[src/rtl/hero_pkg.sv]
// Shared constants and types for the hero sprite fetch path.
package hero_pkg;

  localparam int SPR_W      = 32;
  localparam int SPR_H      = 48;
  localparam int N_FRAMES   = 3;
  localparam int FRAME_HOLD = 6;

  localparam logic [2:0] TRANSP_IDX = 3'd0;

  typedef logic [1:0] anim_frame_t;

  typedef enum logic {
    S_IDLE = 1'b0,
    S_RUN  = 1'b1
  } anim_state_t;

  // Smallest ROM address width that holds every frame back-to-back.
  function automatic int addr_width(input int w, input int h, input int n);
    return $clog2(w * h * n);
  endfunction

  localparam int ADDR_W = addr_width(SPR_W, SPR_H, N_FRAMES);

endpackage

[src/rtl/hero_anim_seq.sv]
// Running animation sequencer: IDLE/RUN state, hold counter and frame counter.
// Everything advances only on frame_tick; between ticks the state is frozen.
module hero_anim_seq
  import hero_pkg::*;
#(
  parameter int N_FRAMES   = hero_pkg::N_FRAMES,
  parameter int FRAME_HOLD = hero_pkg::FRAME_HOLD
) (
  input  logic        Clk,
  input  logic        Reset_n,
  input  logic        frame_tick,
  input  logic        running,
  output anim_frame_t anim_frame,
  output anim_state_t state
);

  localparam int CW = (FRAME_HOLD > 1) ? $clog2(FRAME_HOLD) : 1;

  anim_state_t   state_n;
  logic [CW-1:0] cnt, cnt_n;
  anim_frame_t   frame_n;

  // State, hold counter and frame register.
  always_ff @(posedge Clk or negedge Reset_n) begin
    if (!Reset_n) begin
      state      <= S_IDLE;
      cnt        <= '0;
      anim_frame <= '0;
    end else begin
      state      <= state_n;
      cnt        <= cnt_n;
      anim_frame <= frame_n;
    end
  end

  // Next-state: a tick with running=1 always counts (including the tick that
  // leaves IDLE); a tick with running=0 returns to IDLE with frame and counter cleared.
  always_comb begin
    state_n = state;
    cnt_n   = cnt;
    frame_n = anim_frame;
    if (frame_tick) begin
      if (!running) begin
        state_n = S_IDLE;
        cnt_n   = '0;
        frame_n = '0;
      end else begin
        state_n = S_RUN;
        if (cnt == CW'(FRAME_HOLD - 1)) begin
          cnt_n   = '0;
          frame_n = (anim_frame == anim_frame_t'(N_FRAMES - 1)) ? '0 : anim_frame + 1'b1;
        end else begin
          cnt_n = cnt + 1'b1;
        end
      end
    end
  end

endmodule

[src/rtl/hero_sprite_fetch.sv]
// Hero sprite fetch: box test, mirrored ROM addressing and index realignment.
// Stream interface: no handshake; one pixel per Clk, qualified by de, and the
// pix_* outputs follow their pixel by exactly two cycles. rom_data must be the
// ROM word for rom_addr during the cycle after rom_addr is registered.
module hero_sprite_fetch
  import hero_pkg::*;
#(
  parameter int         SPR_W      = hero_pkg::SPR_W,
  parameter int         SPR_H      = hero_pkg::SPR_H,
  parameter int         N_FRAMES   = hero_pkg::N_FRAMES,
  parameter int         FRAME_HOLD = hero_pkg::FRAME_HOLD,
  parameter logic [2:0] TRANSP_IDX = hero_pkg::TRANSP_IDX,
  parameter int         ADDR_W     = 13
) (
  input  logic              Clk,
  input  logic              Reset_n,
  input  logic              frame_tick,
  input  logic              running,
  input  logic              face_left,
  input  logic [9:0]        hero_x,
  input  logic [9:0]        hero_y,
  input  logic [9:0]        DrawX,
  input  logic [9:0]        DrawY,
  input  logic              de,
  output logic [ADDR_W-1:0] rom_addr,
  input  logic [2:0]        rom_data,
  output logic              pix_valid,
  output logic              pix_opaque,
  output logic [2:0]        pix_index,
  output anim_frame_t       anim_frame
);

  // Shadow copies taken at frame_tick; pixel math never sees live inputs.
  logic [9:0]  hx, hy;
  logic        face_sh, run_sh;

  anim_frame_t seq_frame, frame_px;
  anim_state_t seq_state;

  logic [10:0]       x11, y11, hx11, hy11, dx, dy, col;
  logic              inside_c;
  logic [ADDR_W-1:0] addr_c;
  logic              de_d1, inside_d1;

  hero_anim_seq #(
    .N_FRAMES  (N_FRAMES),
    .FRAME_HOLD(FRAME_HOLD)
  ) u_seq (
    .Clk       (Clk),
    .Reset_n   (Reset_n),
    .frame_tick(frame_tick),
    .running   (running),
    .anim_frame(seq_frame),
    .state     (seq_state)
  );

  // IDLE always reports frame 0; the shadow run flag gates addressing the same way.
  assign anim_frame = (seq_state == S_RUN) ? seq_frame : '0;
  assign frame_px   = run_sh ? anim_frame : '0;

  // Latch position, facing and run state at the frame boundary.
  always_ff @(posedge Clk or negedge Reset_n) begin
    if (!Reset_n) begin
      hx      <= '0;
      hy      <= '0;
      face_sh <= 1'b0;
      run_sh  <= 1'b0;
    end else if (frame_tick) begin
      hx      <= hero_x;
      hy      <= hero_y;
      face_sh <= face_left;
      run_sh  <= running;
    end
  end

  // Box test and address math at 11 bits so hx+SPR_W past 1023 cannot wrap.
  always_comb begin
    x11      = {1'b0, DrawX};
    y11      = {1'b0, DrawY};
    hx11     = {1'b0, hx};
    hy11     = {1'b0, hy};
    dx       = x11 - hx11;
    dy       = y11 - hy11;
    inside_c = de && (x11 >= hx11) && (x11 < hx11 + 11'(SPR_W))
                  && (y11 >= hy11) && (y11 < hy11 + 11'(SPR_H));
    col      = face_sh ? (11'(SPR_W - 1) - dx) : dx;
    addr_c   = ADDR_W'(int'(frame_px) * SPR_W * SPR_H + int'(dy) * SPR_W + int'(col));
  end

  // Stage 1: register ROM address (held outside the box), de and inside.
  always_ff @(posedge Clk or negedge Reset_n) begin
    if (!Reset_n) begin
      rom_addr  <= '0;
      de_d1     <= 1'b0;
      inside_d1 <= 1'b0;
    end else begin
      de_d1     <= de;
      inside_d1 <= inside_c;
      if (inside_c) rom_addr <= addr_c;
    end
  end

  // Stage 2: align the ROM index with valid/opaque flags.
  always_ff @(posedge Clk or negedge Reset_n) begin
    if (!Reset_n) begin
      pix_valid  <= 1'b0;
      pix_opaque <= 1'b0;
      pix_index  <= '0;
    end else begin
      pix_valid  <= de_d1;
      pix_index  <= inside_d1 ? rom_data : TRANSP_IDX;
      pix_opaque <= inside_d1 && (rom_data != TRANSP_IDX);
    end
  end

endmodule

[config.mk]
export PLATFORM = sky130hd
export DESIGN_NAME = hero_sprite_fetch
export DESIGN_NICKNAME = d
export VERILOG_FILES = /design/src/rtl/hero_pkg.sv /design/src/rtl/hero_anim_seq.sv /design/src/rtl/hero_sprite_fetch.sv
export SDC_FILE = /design/constraint.sdc
export NUM_CORES = 1
export LEC_CHECK = 0
export CORE_MARGIN = 2
export CORE_UTILIZATION = 30
export DETAILED_ROUTE_END_ITERATION = 6
export DONT_BUFFER_PORTS = 1
export GPL_ROUTABILITY_DRIVEN = 1
export REMOVE_ABC_BUFFERS = 1
export SYNTH_ARGS = -nofsm -noshare
export SYNTH_HDL_FRONTEND = slang
export SYNTH_SLANG_ARGS = --single-unit
[constraint.sdc]
create_clock -name Clk -period 12.6 [get_ports Clk]
set_input_delay 0.63 -clock Clk [delete_from_list [all_inputs] [get_ports Clk]]
set_output_delay 0.63 -clock Clk [all_outputs]
set_load 0.02 [all_outputs]
==> metrics, run 1 <==
outcome complete, no violations; GPL Wtd Cong 0.7962; CP endpoint kind register; IO buf count 0; fin. max-slew vios 0; Slew headroom 0.5720; CTS tree done; Final Hold Fails 0; DR iter-0 viols 203; Hold WC Path Type in -> async; ranking of synthesized cells by area dfrtp_1 33%, ha_1 17%, xnor2_1 5.7%, mux2_2 5.1%, o21ai_0 4.7%; CTS buffer count 5; largest stage delay on the critical path 440 ps; Root Buffer Master clkbuf_16; CP Buf/Inv Count 2; endpoints failing setup 0; Synth Register Bits 47; DIE AREA roughly 13000 um^2; post-route ant nets 0; Core ar. 11470 um^2; Avg Vias per Cell around 5.0; sequential fraction of the synthesis area 0.3322; Row Count 39; Worst Setup Start Kind input pin; P per Cell Area around 160 nW/um^2; maximum clock path buffer count 2; H-tree Lvls 2; Worst Tran Pin Value between 600 and 700 ps; Period minus WS final 4469 ps; DR pass1 iterations 4; DR vias 2526; Tot Pwr 0.0006250 W; slowest stage cell, crit path a221oi_2; YS warnings 0; synth unique cells between 50 and 60; leading area contributor after synthesis dfrtp_1; die width between 100 and 150 um; Crit Path Category in -> reg; GRT overflow 0; Max-Cap Viols 0; EDFF count, synth 0; Worst Skew between 5 and 6 ps; Post-CTS Resized 0; Detailed Route WL ~7500 um; vias in the first global route between 2000 and 3000; VDD IR max 66.11 uV; layout cell share with drive strength beyond 1 0.08242; RSZ-0062 raised after global routing false; FF-to-FF End rom_addr[12]; Req. time, crit path between 10000 and 15000 ps; Post-route DRC 0; max frequency around 0.22 GHz; leakage roughly 1.8 nW; postcts setup bufs 0; reg-to-reg critical path startpoint hx[0]; post-synth top area share 0.3322; Reg2Reg Setup Slack 8140 ps; cell family with most CP delay adder cells; initial core utilization 0.3088; initial antenna violation count 0; # hold bufs at CTS 0; placed inst area 3649 um^2; predominant post-synthesis flop cell dfrtp_1; most frequent cells after synthesis 47 x dfrtp_1, 47 x ha_1, 37 x inv_1; hold slack about 27 ps; Clock Pin Slew Worst Setup and Hold Paths approximately 70 ps; DP HPWL about 6000 um; Post-Syn Area ~3500 um^2; first-pass GRT wire length 12520 um; All-Layer GR Usage 0.1236; crit path from DrawX[0]; CP Max Fanout 5; post-layout instance area about 3800 um^2; ant diodes 0; clk_lat worst skew about 290 ps; final core utilization 0.3324; Clock Sink Count 47; fraction of registers with async set/reset 1.000; fin nets 465; # IOs between 60 and 70; period utilization 0.3547; largest net degree at the start of global routing 48; Cells after Synth around 370; most frequent cell on the critical path ha_1; reg2reg path depth 19; layout overhead on the synthesized area 7.633%; DR WL/cell about 15 um; critical-path cell list inv_1 -> ha_1 -> inv_1 -> fa_1 -> a21o_1 -> a221oi_2 -> xnor2_1 -> ha_1 -> nand2_1 -> o21ai_0 -> ha_1 -> ha_1 -> fa_1 -> a21o_1 -> a21oi_1 -> o21bai_1 -> a21oi_1 -> xnor2_1 -> xnor2_1 -> mux2_1; Die H between 100 and 150 um; WP data arrival approximately 4600 ps; setup TNS 0 ps; Post-Syn Area per Cell ~9.6 um^2
==> metrics by stage <==
stage / instances / worst slack [ps]
4_1_cts: 507 / 8109
3_3_place_gp: 500 / 7924
3_5_place_dp: 500 / 7794
6_report: 507 / 8131
5_1_grt: 507 / 7727
2_1_floorplan: 357 / 8131
==> placed cells by master, fill, tap and decap left out, drive strengths merged, types with 4 or more instances in the layout <==
cell,n
o21ai,34
and3,4
nor3,7
xnor2,23
inv,37
xor2,14
nand3,8
a21oi,19
ha,47
nor2,9
nand2b,6
dfrtp,47
clkbuf,5
a21o,11
mux2,17
and2,4
nand2,31
fa,5
==> final cells by class <==
type / count / area, um^2
clock buffers: 5 / 125.1
clock inverters: 2 / 37.54
fillers: 1167 / 7656
inverters: 37 / 138.9
multi-input cells: 273 / 2155
flip-flops and latches: 47 / 1176
well taps: 143 / 178.9
==> state kept, by name, indices dropped and copies added, names as in the netlist <==
name / cells
pix_index: 3
hy: 10
de_d1: 1
inside_d1: 1
hx: 10
pix_valid: 1
rom_addr: 13
u_seq.anim_frame: 2
run_sh: 1
face_sh: 1
pix_opaque: 1
u_seq.cnt: 3
==> cells by family (layout without fill, tap and decap cells) <==
kind of cell | after synthesis | after routing | share of synthesized area
XOR/XNOR | 37 | 37 | 0.09152
AO/OA/AOI/OAI | 88 | 88 | 0.1587
adder cells (fa/ha/maj) | 52 | 52 | 0.1943
flip-flops | 47 | 47 | 0.3322
buffers and inverters | 47 | 44 | 0.05936
multiplexers | 18 | 18 | 0.05689
AND/OR/NAND/NOR | 78 | 78 | 0.1071
==> worst register-to-register path, delay by kind of cell, from the launching register on <==
| family | cells | cell delay [ps] |
|---|---|---|
| fa+ha+maj | 6 | 1750 |
| xor+xnor | 3 | 440 |
| flops | 1 | 360 |
| simple gates | 1 | 60 |
| compound gates | 7 | 1400 |
| mux | 1 | 290 |
| buf+inv | 1 | 50 |
==> where the power goes <==
group          internal [W]  total (W)  switching (W)
Sequential         0.000182   0.000232      0.0000496
Clock             0.0000925   0.000150      0.0000577
Combinational      0.000119   0.000243       0.000124
Total              0.000393   0.000625       0.000232
==> worst max-delay path by stage <==
stage	slack [ps]	cells after the start	end
after CTS	8110	19	rom_addr[12]
after global placement	7920	20	rom_addr[12]
after global routing	7730	19	rom_addr[12]
after floorplan	8130	20	rom_addr[12]
final	8130	20	rom_addr[12]
after detailed placement	7790	20	rom_addr[12]
==> metal layers <==
metal / GRT usage / up-vias / part of all wire
li1: - / 1266 / -
met1: 0.1405 / 1192 / 0.42
met2: 0.2032 / 54 / 0.46
met3: 0.05022 / 14 / 0.082
met4: 0.05691 / 0 / 0.031
met5: 0 / - / 0
Power figures use the tool's default switching activity.
==> inputs of run 2 (changes only) <==
clock period = 4.4 ns   (was 12.6 ns; I/O delays follow)
==> metrics, run 2 (synthesized netlist as in run 1, its figures left out) <==
Clock Sink Count 47; post-route ant nets 0; Avg Vias per Cell between 5 and 6; CP endpoint kind register; post-layout instance area slightly below 4000 um^2; H-tree Lvls 2; slowest stage cell, crit path fa_1; DIE AREA 12690 um^2; Final Hold Fails 0; # IOs 69; Crit Path Category reg -> reg; Fill cells 1145; DR vias between 2000 and 3000; VDD IR max around 200 uV; commonest cells after routing, fill and taps aside 47 x dfrtp_1, 44 x ha_1, 35 x inv_1, 32 x o21ai_0, 31 x nand2_1; initial antenna violation count 0; largest net degree at the start of global routing 48; Req. time, crit path between 4000 and 5000 ps; Top reg by flops rom_addr; FF-to-FF End rom_addr[12]; Clock Pin Slew Worst Setup and Hold Paths about 60 ps; maximum clock path buffer count 2; Worst Tran Pin Value just over 700 ps; P per Cell Area approximately 480 nW/um^2; DR WL/cell roughly 15 um; WP data arrival between 4000 and 5000 ps; clk_lat worst skew approximately 290 ps; commonest non-fill, non-tap cell in the layout dfrtp_1; initial core utilization 0.3088; Post-route DRC 0; CP Max Fanout 3; All-Layer GR Usage 0.1293; Reg2Reg Setup Slack approximately 180 ps; Hold WC Path Type in -> reg; crit path from hx[0]; placed inst area 3664 um^2; vias in the first global route roughly 2800; layout cell share with drive strength beyond 1 0.1240; GPL Wtd Cong ~0.8; die width ~110 um; layout overhead on the synthesized area 11.84%; period utilization 0.9598; outcome complete, no violations; reg2reg path depth 20; Worst Setup Start Kind register; Max-Cap Viols 0; hold slack approximately 27 ps; CTS tree done; first-pass GRT wire length approximately 13000 um; IO buf count 0; endpoints failing setup 0; GRT overflow 0; Worst Skew around 3.4 ps; fin nets 472; ant diodes 0; DR pass1 iterations 4; Detailed Route WL 7857 um; cell family with most CP delay compound AO/OA/AOI/OAI gates; Row Count 39; max FFs per register 13; leakage ~1.8 nW; worst setup path end rom_addr[12]; Core ar. between 10000 and 15000 um^2; critical-path cell list ha_2 -> inv_2 -> fa_2 -> a21o_1 -> a221oi_4 -> buf_6 -> o21bai_4 -> a21oi_2 -> xnor2_2 -> o31ai_2 -> xor2_1 -> fa_1 -> inv_2 -> ha_4 -> a21oi_4 -> o21bai_1 -> a21oi_2 -> xnor2_1 -> xnor2_1 -> mux2_4; Root Buffer Master clkbuf_16; DR iter-0 viols around 140; CP Buf/Inv Count 3; Slew headroom 0.5164; CTS buffer count 5; max frequency 0.2368 GHz; Period minus WS final between 4000 and 5000 ps; RSZ-0062 raised after global routing true; biggest regs rom_addr x13, hx x10, hy x10; DP HPWL a little over 6000 um; Die H about 110 um; fin. max-slew vios 0; Crit. path cell count 20; reg-to-reg critical path startpoint hx[0]; largest stage delay on the critical path between 500 and 600 ps
run 2: cell count changes in the layout (fill, tap and decap cells not counted), moves of 2 or more:
cell	previous run	this run
dlygate4sd3_1	0	2
fa_2	0	2
ha_2	0	2
ha_1	47	44
fa_1	5	3
inv_1	37	35
buf_4	0	3
inv_2	0	2
a21oi_1	18	16
run 2: per-layer routing:
metal / global-route usage / share of wire
met2: 0.2248 / 0.49
met3: 0.05130 / 0.080
met5: 0 / 0
met4: 0.04553 / 0.020
met1: 0.1432 / 0.41
run 2: layout make-up:
| class | count | area (um^2) | area share |
|---|---|---|---|
| Multi-Input combinational cell | 273 | 2222 | 0.5611 |
| Inverter | 37 | 138.9 | 0.03507 |
| Clock buffer | 5 | 125.1 | 0.03160 |
| Sequential cell | 47 | 1176 | 0.2970 |
| Clock inverter | 2 | 37.54 | 0.009479 |
| Timing Repair Buffer | 7 | 81.33 | 0.02054 |
| Tap cell | 143 | 178.9 | 0.04518 |
run 2: through the flow:
stage	TNS, ps	worst slack, ps	std cells	total power, W	utilization
floorplan	0	276.3	357	0.001226	-
global placement	0	129.9	502	0.001353	0.3195
detailed placement	0	14.84	502	0.001379	0.3195
CTS	0	45.00	512	0.001837	0.3388
global route	-122.2	-122.2	514	0.002044	0.3453
finish	0	176.7	514	0.001887	0.3453
run 2: timing repair:
item	CTS	global route
hold buffers	3	0
gates resized for setup	1	15
endpoints found under the hold margin	48	0
pin swaps	0	13
endpoints found under the setup margin	1	1
buffers inserted	0	2
run 2: how the worst min path moves through the flow:
stage	from	cells after the start	endpoint	slack (ps)
floorplan	Reset_n	0	de_d1	-80
global placement	Reset_n	0	hx[4]	-70
detailed placement	Reset_n	0	hx[3]	-70
CTS	frame_tick	1	hy[4]	20
global route	frame_tick	1	hx[6]	30
finish	frame_tick	1	hy[4]	30
run 2: where the power goes:
part | switching [W] | internal (W)
combinational | 0.000399 | 0.000397
sequential | 0.000142 | 0.000521
clock | 0.000164 | 0.000265
run 2: worst reg2reg max path: stages (launching register included):
cell and delay [ps]:
dfrtp_1 350, ha_2 200, inv_2 40, fa_2 340, a21o_1 230, a221oi_4 310, buf_6 160, o21bai_4 50
a21oi_2 180, xnor2_2 120, o31ai_2 270, xor2_1 120, fa_1 560, inv_2 50, ha_4 250, a21oi_4 170
o21bai_1 100, a21oi_2 130, xnor2_1 140, xnor2_1 80, mux2_4 260
==> inputs of run 3 (changes only) <==
HOLD_SLACK_MARGIN = 0.05   (was not set)
clock period = 4.08 ns   (was 4.4 ns; I/O delays follow)
==> metrics, run 3 (synthesized netlist as in run 1, its figures left out) <==
DR WL/cell ~15 um; layout overhead on the synthesized area 19.86%; DP HPWL around 6200 um; DR pass1 iterations 5; Worst Tran Pin Value roughly 1000 ps; switching part of the total 0.3675; Final WS setup -50.75 ps; CTS tree done; max FFs per register 13; VDD IR max between 200 and 250 uV; Hold Path End hy[6]; # IOs between 60 and 70; IO buf count 0; DR iter-0 viols 210; final core utilization 0.3701; Period minus WS final between 4000 and 5000 ps; Die H approximately 110 um; reg2reg path depth 20; Row Count 39; layout cell share with drive strength beyond 1 0.1521; largest net degree at the start of global routing between 40 and 50; die width between 100 and 150 um; Top Usage Layer GRT met2; Root Buffer Master clkbuf_16; reg-to-reg critical path startpoint hx[0]; period utilization 1.012; sequential fraction of design power 0.332; All-Layer GR Usage 0.1357; logic gate share of total power 0.455; post-layout instance area ~4200 um^2; Worst Skew 5.914 ps; Reg2Reg Setup Slack -50 ps; met3 Use GR 0.03888; setup TNS -50.75 ps; FF-to-FF End rom_addr[12]; Post-route DRC 0; hold path cells 2; post-route ant nets 0; Detailed Route WL approximately 8300 um; CP Max Fanout 4; WP data arrival about 4300 ps; fin. max-slew vios 0; Tot Pwr 0.002153 W; biggest regs rom_addr x13, hx x10, hy x10; ant diodes 0; Hold Crit Start frame_tick; Hold WC Path Type in -> reg; Clock Sink Count between 40 and 50; DIE AREA ~13000 um^2; Req. time, crit path 4250 ps; RSZ-0062 raised after global routing true; leakage between 1.5 and 2 nW; placed inst area 3746 um^2; first-pass GRT wire length approximately 14000 um; switching pwr between 0.0007 and 0.0008 W; Clock Pin Slew Worst Setup and Hold Paths around 60 ps; Slew headroom 0.3136; largest stage delay on the critical path roughly 480 ps; GPL Wtd Cong approximately 0.8; Core ar. between 10000 and 15000 um^2; Internal 0.001362 W; vias in the first global route between 2000 and 3000; Max-Cap Viols 0; initial antenna violation count 0; clk_lat worst skew roughly 290 ps; DR vias approximately 2700; Top reg by flops rom_addr; H-tree Lvls 2; CP endpoint kind register; P per Cell Area around 510 nW/um^2; fin nets between 500 and 600; Avg Vias per Cell 5.033; global routing usage on met2 0.2287; Worst Setup Start Kind register; critical-path cell list ha_2 -> inv_2 -> fa_2 -> a21o_1 -> a221oi_2 -> buf_4 -> o21bai_4 -> a21oi_2 -> xnor2_2 -> buf_4 -> o31ai_4 -> xnor2_2 -> fa_1 -> ha_1 -> inv_1 -> o21bai_1 -> a21oi_2 -> xnor2_1 -> xnor2_1 -> mux2_1; clock share of power 0.213; GRT overflow 0; Final Hold Fails 0; outcome finished with violations; slowest stage cell, crit path fa_1; violated checks negative setup slack; initial core utilization 0.3088; endpoints failing setup 1; GR Util met1 0.1632; commonest non-fill, non-tap cell in the layout dfrtp_1; max frequency roughly 0.24 GHz; CTS buffer count 5; Crit Path Category reg -> reg; commonest cells after routing, fill and taps aside 47 x dfrtp_1, 44 x ha_1, 35 x inv_1, 33 x o21ai_0, 31 x nand2_1; maximum clock path buffer count 2; crit path from hx[0]
## run 3: final cells by class
class	count	area [um^2]
Timing Repair Buffer	37	351.6
Inverter	37	138.9
Sequential cell	47	1176
Fill cell	1129	7223
Clock inverter	2	37.54
Tap cell	143	178.9
Multi-Input combinational cell	273	2236
Clock buffer	5	125.1
## run 3: stage by stage
stage	hold slack, ps	cells	setup WS, ps
2_1_floorplan	-91.59	357	-43.70
3_3_place_gp	-89.82	513	-46.87
3_5_place_dp	-90.34	513	-191.4
4_1_cts	53.25	542	-65.82
5_1_grt	54.23	544	-293.3
6_report	54.92	544	-50.75
## run 3: how the worst max path moves through the flow
| stage | endpoint | slack, ps | depth (start not counted) |
|---|---|---|---|
| floorplan | rom_addr[12] | -40 | 19 |
| global placement | rom_addr[12] | -50 | 19 |
| detailed placement | rom_addr[12] | -190 | 19 |
| CTS | rom_addr[12] | -70 | 20 |
| global route | rom_addr[12] | -290 | 20 |
| finish | rom_addr[12] | -50 | 20 |
## run 3: repair_timing
item	4_1_cts	5_1_grt
hold buffers	21	0
pin swaps	7	4
hold endpoints to repair	68	0
cloned	0	0
resized for setup	6	12
buffers inserted	1	2
endpoints found under the setup margin	1	2
## run 3: power by group through the flow
stage	Sequential [W]	Combinational, W	Clock, W
final	0.000715	0.000979	0.000459
after global routing	0.000731	0.00112	0.000491
after CTS	0.000718	0.000910	0.000478
after detailed placement	0.000728	0.000848	0
after global placement	0.000724	0.000814	0
after floorplan	0.000700	0.000622	0
## run 3: critical path, delay by kind of cell, from the launching register on
family,cells,cell delay (ps)
flip-flops,1,340
buffers and inverters,4,440
multiplexers,1,290
XOR/XNOR,4,460
adder cells (fa/ha/maj),4,1310
AO/OA/AOI/OAI,7,1170
## run 3: metal layers
layer	share of wire	wire length [um]	vias up
li1	-	-	1338
met5	0	0	-
met2	0.49	4061	81
met3	0.069	577	14
met1	0.42	3474	1305
met4	0.023	191	0
